--- config.mk ---
export PLATFORM = sky130hd
export DESIGN_NAME = fetch_queue_unit
export DESIGN_NICKNAME = d
export VERILOG_FILES = /design/src/rtl/fetch_queue_unit.sv
export SDC_FILE = /design/constraint.sdc
export NUM_CORES = 1
export LEC_CHECK = 0
export ABC_AREA = 0
export BUFFER_PORTS_ARGS = -buffer_cell sky130_fd_sc_hd__buf_2
export CAP_MARGIN = 15
export CORE_MARGIN = 1
export CORE_UTILIZATION = 25
export DETAILED_ROUTE_END_ITERATION = 7
export HOLD_SLACK_MARGIN = 0.02
export MAX_ROUTING_LAYER = met4
export PLACE_DENSITY = 0.5
export SLEW_MARGIN = 20
export SYNTH_ARGS = -nofsm -noshare
export SYNTH_HDL_FRONTEND = slang
export SYNTH_SLANG_ARGS = --single-unit
--- constraint.sdc ---
create_clock -name clk -period 3.65 [get_ports clk]
set_clock_uncertainty 0.15 [all_clocks]
set_input_delay 0 -clock clk [delete_from_list [all_inputs] [get_ports clk]]
set_output_delay 0 -clock clk [all_outputs]
set_load 0.005 [all_outputs]
--- src/rtl/fetch_queue_unit.sv ---
// Instruction-fetch stage with a DEPTH-entry prefetch queue feeding decode over valid/ready.
// Redirects flush the queue and restart fetch at the supplied PC.
module fetch_queue_unit #(
    parameter int WIDTH     = 32,
    parameter int ADDR_BITS = 8,
    parameter int DEPTH     = 4,
    parameter logic [WIDTH-1:0] RESET_PC = '0
) (
    input  logic                   clk,
    input  logic                   clear,
    input  logic                   redirect_valid,
    input  logic [WIDTH-1:0]       redirect_pc,
    input  logic                   hold,
    output logic [ADDR_BITS-1:0]   imem_addr,
    input  logic [WIDTH-1:0]       imem_data,
    output logic                   out_valid,
    input  logic                   out_ready,
    output logic [WIDTH-1:0]       out_inst,
    output logic [WIDTH-1:0]       out_pc_next,
    output logic [$clog2(DEPTH):0] out_count
);
    localparam int PW = $clog2(DEPTH);
    localparam int CW = PW + 1;

    logic [WIDTH-1:0] fetch_pc;
    logic [WIDTH-1:0] pc_plus1;
    logic [WIDTH-1:0] inst_mem [DEPTH];
    logic [WIDTH-1:0] pc_mem   [DEPTH];
    logic [PW-1:0]    wr_ptr;
    logic [PW-1:0]    rd_ptr;
    logic [CW-1:0]    count;
    logic             full;
    logic             pop;
    logic             push;

    assign pc_plus1  = fetch_pc + WIDTH'(1);
    assign imem_addr = fetch_pc[ADDR_BITS-1:0];
    assign full      = (count == CW'(DEPTH));

    // A redirect cycle hides the head so nothing is consumed while the queue is being flushed.
    assign out_valid = (count != '0) & ~redirect_valid;
    assign pop       = out_valid & out_ready;
    assign push      = ~redirect_valid & ~hold & (~full | pop);

    assign out_inst    = inst_mem[rd_ptr];
    assign out_pc_next = pc_mem[rd_ptr];
    assign out_count   = count;

    // Storage is cleared on reset so the head outputs read zero until the first fetch lands.
    always_ff @(posedge clk or negedge clear) begin
        if (!clear) begin
            fetch_pc <= RESET_PC;
            wr_ptr   <= '0;
            rd_ptr   <= '0;
            count    <= '0;
            for (int i = 0; i < DEPTH; i++) begin
                inst_mem[i] <= '0;
                pc_mem[i]   <= '0;
            end
        end else if (redirect_valid) begin
            fetch_pc <= redirect_pc;
            wr_ptr   <= '0;
            rd_ptr   <= '0;
            count    <= '0;
        end else begin
            if (push) begin
                inst_mem[wr_ptr] <= imem_data;
                pc_mem[wr_ptr]   <= pc_plus1;
                wr_ptr           <= wr_ptr + PW'(1);
                fetch_pc         <= pc_plus1;
            end
            if (pop) begin
                rd_ptr <= rd_ptr + PW'(1);
            end
            if (push && !pop) begin
                count <= count + CW'(1);
            end else if (pop && !push) begin
                count <= count - CW'(1);
            end
        end
    end
endmodule

== After elaboration in Yosys (flattened, before gate mapping) ==
Cells that the tools add are included.

* Flip-flop bits (word level): 295
* Output and inout bits: 76
* Logic and storage cells: 60

* Add/subtract/negate cells: 5
* Order comparisons: 3
* Eq/ne operators: 1
* Muxes and demuxes: 19
* Bitwise gates (word level): 10
* Reductions and logical operators: 10

{| class="wikitable"
|+ Operator list
! cell !! count
|-
| bitwise mux 128 bit || 2
|-
| two-way mux 32 bit || 7
|-
| binary-select mux 32 bit (select 2 bit) || 2
|-
| demux 32 bit (select 2 bit) || 1
|-
| adder 32 x 1 -> 32 bit, second input constant || 1
|-
| two-way mux 3 bit || 3
|-
| two-way mux 2 bit || 4
|-
| greater-or-equal comparator 3 bit, second input constant || 2
|-
| NOT 2 -> 3 bit || 2
|-
| nonzero test 3 bit || 2
|-
| adder 2 x 1 -> 2 bit, second input constant || 2
|-
| AND 1 bit || 4
|-
| nonzero test 2 bit || 2
|-
| adder 3 x 1 -> 3 bit, second input constant || 1
|-
| equality test 3 bit, second input constant || 1
|-
| logical AND 1 bit || 3
|-
| < comparator 3 x 1 -> 1 bit, second input constant || 1
|-
| NOT 1 bit || 3
|-
| subtractor 3 x 1 -> 3 bit, second input constant || 1
|-
| zero test 1 bit || 2
|-
| AND reduction 2 bit || 1
|-
| bitwise OR 1 bit || 1
|}

== Logic depth before layout (Yosys ltp) ==
* Word-level depth: 10
* Depth in mapped cells: 10

== Worst setup path before layout ==
OpenSTA, ideal clock, no wires.

* Path type: register to register
* From: reg count[1] (netlist: out_count[1])
* To: reg count[2] (netlist: out_count[2])
* Setup time: 133 ps
* Arrival: 2286 ps
* Path slack: 1080 ps
* Stages on the path, launching flop included: 9
* Buffers on the path: 1
* Period minus slack after synthesis: 2570 ps
* Cells stage by stage: dfrtp_1 -> nor4b_4 -> or2_2 -> buf_2 -> nor3_1 -> fa_1 -> or3_1 -> a311oi_1 -> nor2_1

* Longest elaborated chain between the ends: 8
* Elaborated cells between the ends (all ways): 17
* Those cells by class: add/sub (2); eq/ne (1); mux (3); bitwise (5); reduce/logical (6)

{| class="wikitable"
|+ RTL lines
! what !! line !! source
|-
| start, declared || 31 || <nowiki>logic [CW-1:0] count;</nowiki>
|-
| start signal, assigned || 76 || <nowiki>count <= count + CW'(1);</nowiki>
|-
| start signal, assigned || 78 || <nowiki>count <= count - CW'(1);</nowiki>
|-
| nonzero test 3 bit || 41 || <nowiki>assign out_valid = (count != '0) & ~redirect_valid;</nowiki>
|-
| AND 1 bit || 41 ||
|-
| AND 1 bit || 42 || <nowiki>assign pop = out_valid & out_ready;</nowiki>
|-
| bitwise OR 1 bit || 43 || <nowiki>assign push = ~redirect_valid & ~hold & (~full | pop);</nowiki>
|-
| AND 1 bit || 43 ||
|-
| logical AND 1 bit or zero test 1 bit (tied branches) || 75, 77 ||
|-
| two-way mux 3 bit or logical AND 1 bit (tied branches) || 75, 77 ||
|-
| two-way mux 3 bit or nonzero test 3 bit (tied branches) || - ||
|}

Several ways; a longest one is shown, not always the timed one. The select of a mux whose other input is x is not followed.
A chain may end at the register's enable or synchronous reset.

== Final worst setup path ==
Ends and elaborated chain as after synthesis.

==> results.json <==
{
  "globalplace.congestion": 0.816,
  "ios": 145,
  "clk_pin_slew_worst_paths_ps": 60,
  "antenna_found_initial": 1,
  "cts-root-buf": "clkbuf_16",
  "switchingPower_w": 0.00310,
  "maxSlewHeadroom_pct": 37.2,
  "crit_path_start_kind": "flip-flop",
  "final_cell_mix": "dfrtp_1 (293), nand2_1 (174), o21ai_0 (145), buf_2 (143), mux2_2 (135)",
  "drt-initial-drc-count": 510,
  "yosys_warnings": 0,
  "placed_area_um2": 15100,
  "status": "complete, no violations",
  "cp.buffers_inverters": 1,
  "core_area_um2": 53900,
  "clock_latency_ps": 560,
  "hold_viol": 0,
  "hold_class": "primary input to flip-flop",
  "comb_power_share_pct": 23.8,
  "critPathMaxStageDelay_ps": 560,
  "p_int_w": 0.00778,
  "powerDensity_nw_per_um2": 633,
  "drv_slew": 0,
  "via_per_inst": 4.55,
  "syn-cell-area_um2": 13700,
  "hold_ws_ps": 63.8,
  "crit_fanout": 8,
  "cp.arrival_ps": 3750,
  "place.port_buffers": 144,
  "power.share.clock_pct": 31.0,
  "finalPower_w": 0.0109,
  "fin_crit_sh_pct": 94.7,
  "grt_max_degree": 68,
  "yosysUniqueCellTypes": 48,
  "crit_family": "simple AND/OR/NAND/NOR gates",
  "endpoint_kind": "flip-flop",
  "p_sw_share_pct": 28.5,
  "peakVddDrop_mv": 0.248,
  "htreeDepth": 2,
  "row_count": 85,
  "ys_seq_area_share_pct": 54.0,
  "cts_inserted_buffers": 35,
  "syn_avg_cell_area_um2": 12.4,
  "grt_pass1_vias": 10000,
  "drt-total-wl_um": 35800,
  "drtPass1Iterations": 4,
  "nFillCells": 5470,
  "start_util_pct": 25.3,
  "num-nets-final": 1395,
  "hold_buffers": 96,
  "synthToLayoutAreaGrowth_pct": 25.8,
  "drcViolationCount": 0,
  "drv_cap": 0,
  "setup_viol": 0,
  "cts_resized": 0,
  "die_height_um": 236,
  "die_area_um2": 55600,
  "diodes": 0,
  "grt_use_total_pct": 13.7,
  "tritoncts": "built",
  "power_frac_seq_pct": 45.2,
  "max_freq_mhz": 289,
  "vias": 9268,
  "clock_sinks": 295,
  "period_needed_ps": 3460,
  "grt_pass1_wl_um": 57900,
  "final.setup.tns_ps": 0,
  "post-cts-setup-buffer-count": 0,
  "chipWidth_um": 236,
  "drive_gt1_share_pct": 33.2,
  "leakage_nw": 7.45,
  "mostFrequentLayoutCell": "dfrtp_1",
  "synth_nets": 1175,
  "tightestPinTransition_ps": 942,
  "clockBufferDepth": 3,
  "path_cells": "nor4b_4 > or2_2 > nor3_1 > fa_1 > or3_1 > a311oi_1 > nor2_1 > dlygate4sd3_1",
  "critPathSlowestCell": "nor4b_4",
  "syn_inst": 1100,
  "ant_nets": 0,
  "dp.final_hpwl_um": 23200,
  "critPathRequiredTime_ps": 3950,
  "worstSetupPathType": "flip-flop to flip-flop",
  "routedWlPerCell_um": 17.6,
  "rsz0062_at_grt": "false",
  "grt_overflow_total": 0,
  "ys_seq_elements": 295,
  "post-route-cell-area_um2": 17200
}
-- cells in the mapped netlist (all sizes together) --
library cell	n	area share [%]
nand2b	2	0.092
nor2	21	0.63
nor4b	1	0.17
a211oi	1	0.092
a21oi	3	0.11
and2b	1	0.055
o21a	1	0.055
nand4	18	1.1
nor3	12	0.48
nor3b	1	0.055
nor4	9	0.88
dfrtp	295	54
mux2i	1	0.073
nand3b	1	0.055
xnor2	21	1.3
buf	58	2.5
a21o	1	0.055
mux4	64	11
or2	1	0.046
ha	5	0.46
and3	4	0.18
and2	1	0.046
nand3	29	1.2
a311oi	1	0.064
inv	8	0.22
mux2	135	11
xor2	42	2.7
a31oi	1	0.046
o21ai	154	5.6
o2111ai	1	0.064
or3	2	0.092
nand2	179	4.9
o31a	1	0.064
fa	1	0.15
clkbuf	24	0.66
-- registers in the layout (all words and copies together) (netlist names) --
name,flops
inst_mem,128
pc_mem,128
fetch_pc,32
out_count,3
rd_ptr,2
wr_ptr,2
-- cell families after synthesis --
| kind of cell | share of synthesized area, % |
|---|---|
| fa+ha+maj | 0.605 |
| xor+xnor | 4.04 |
| flops | 54.0 |
| mux | 21.8 |
| simple gates | 10.0 |
| compound gates | 6.19 |
| buf+inv | 3.35 |
-- per-stage QoR --
stage	instances	util [%]	worst slack, ps
detailed placement	1883	28.0	669
floorplan	1100	-	1080
CTS	2037	31.9	236
global route	2037	31.9	13.8
finish	2037	31.9	195
global placement	1883	28.0	732
-- worst register-to-register path, stage by stage, from the launching register on --
cell	delay, ps
dfrtp_1	480
nor4b_4	560
or2_2	350
nor3_1	100
fa_1	420
or3_1	340
a311oi_1	310
nor2_1	70
dlygate4sd3_1	560
-- power groups by stage --
stage | Clock, W | Sequential, W | Combinational, W
6_report | 0.00338 | 0.00492 | 0.00259
3_5_place_dp | 0 | 0.00499 | 0.00256
5_1_grt | 0.00365 | 0.00507 | 0.00288
3_3_place_gp | 0 | 0.00492 | 0.00250
4_1_cts | 0.00351 | 0.00493 | 0.00266
2_1_floorplan | 0 | 0.00473 | 0.00179
-- per-layer routing --
metal / share of wire [%] / vias up / global-route usage, %
met5: 0 / - / -
li1: - / 4330 / -
met1: 46 / 4717 / 17.7
met2: 48 / 172 / 22.0
met4: 1.9 / 0 / 3.37
met3: 4.4 / 49 / 2.88
-- path summary, 6_finish.rpt --
check	from	end	slack, ps	depth (start not counted)
worst max register to register	out_count[1]	out_count[2]	190	8
max in group asynchronous	clear	fetch_pc[16]	2010	4
worst min-delay path	redirect_pc[14]	fetch_pc[14]	60	4
worst min register to register	pc_mem[98]	pc_mem[98]	320	2
worst max-delay path	out_count[1]	out_count[2]	190	8
min in group asynchronous	clear	inst_mem[77]	440	3
-- cell type report --
| cell class | count | area [µm²] | area share [%] |
|---|---|---|---|
| clock inverters | 12 | 128 | 0.743 |
| repair buffers | 265 | 1950 | 11.3 |
| clock buffers | 46 | 977 | 5.69 |
| well taps | 696 | 871 | 5.07 |
| multi-input cells | 715 | 5850 | 34.0 |
| flip-flops and latches | 295 | 7390 | 43.0 |
| inverters | 8 | 30.0 | 0.175 |
No activity file was read; power rests on OpenSTA's default activity.
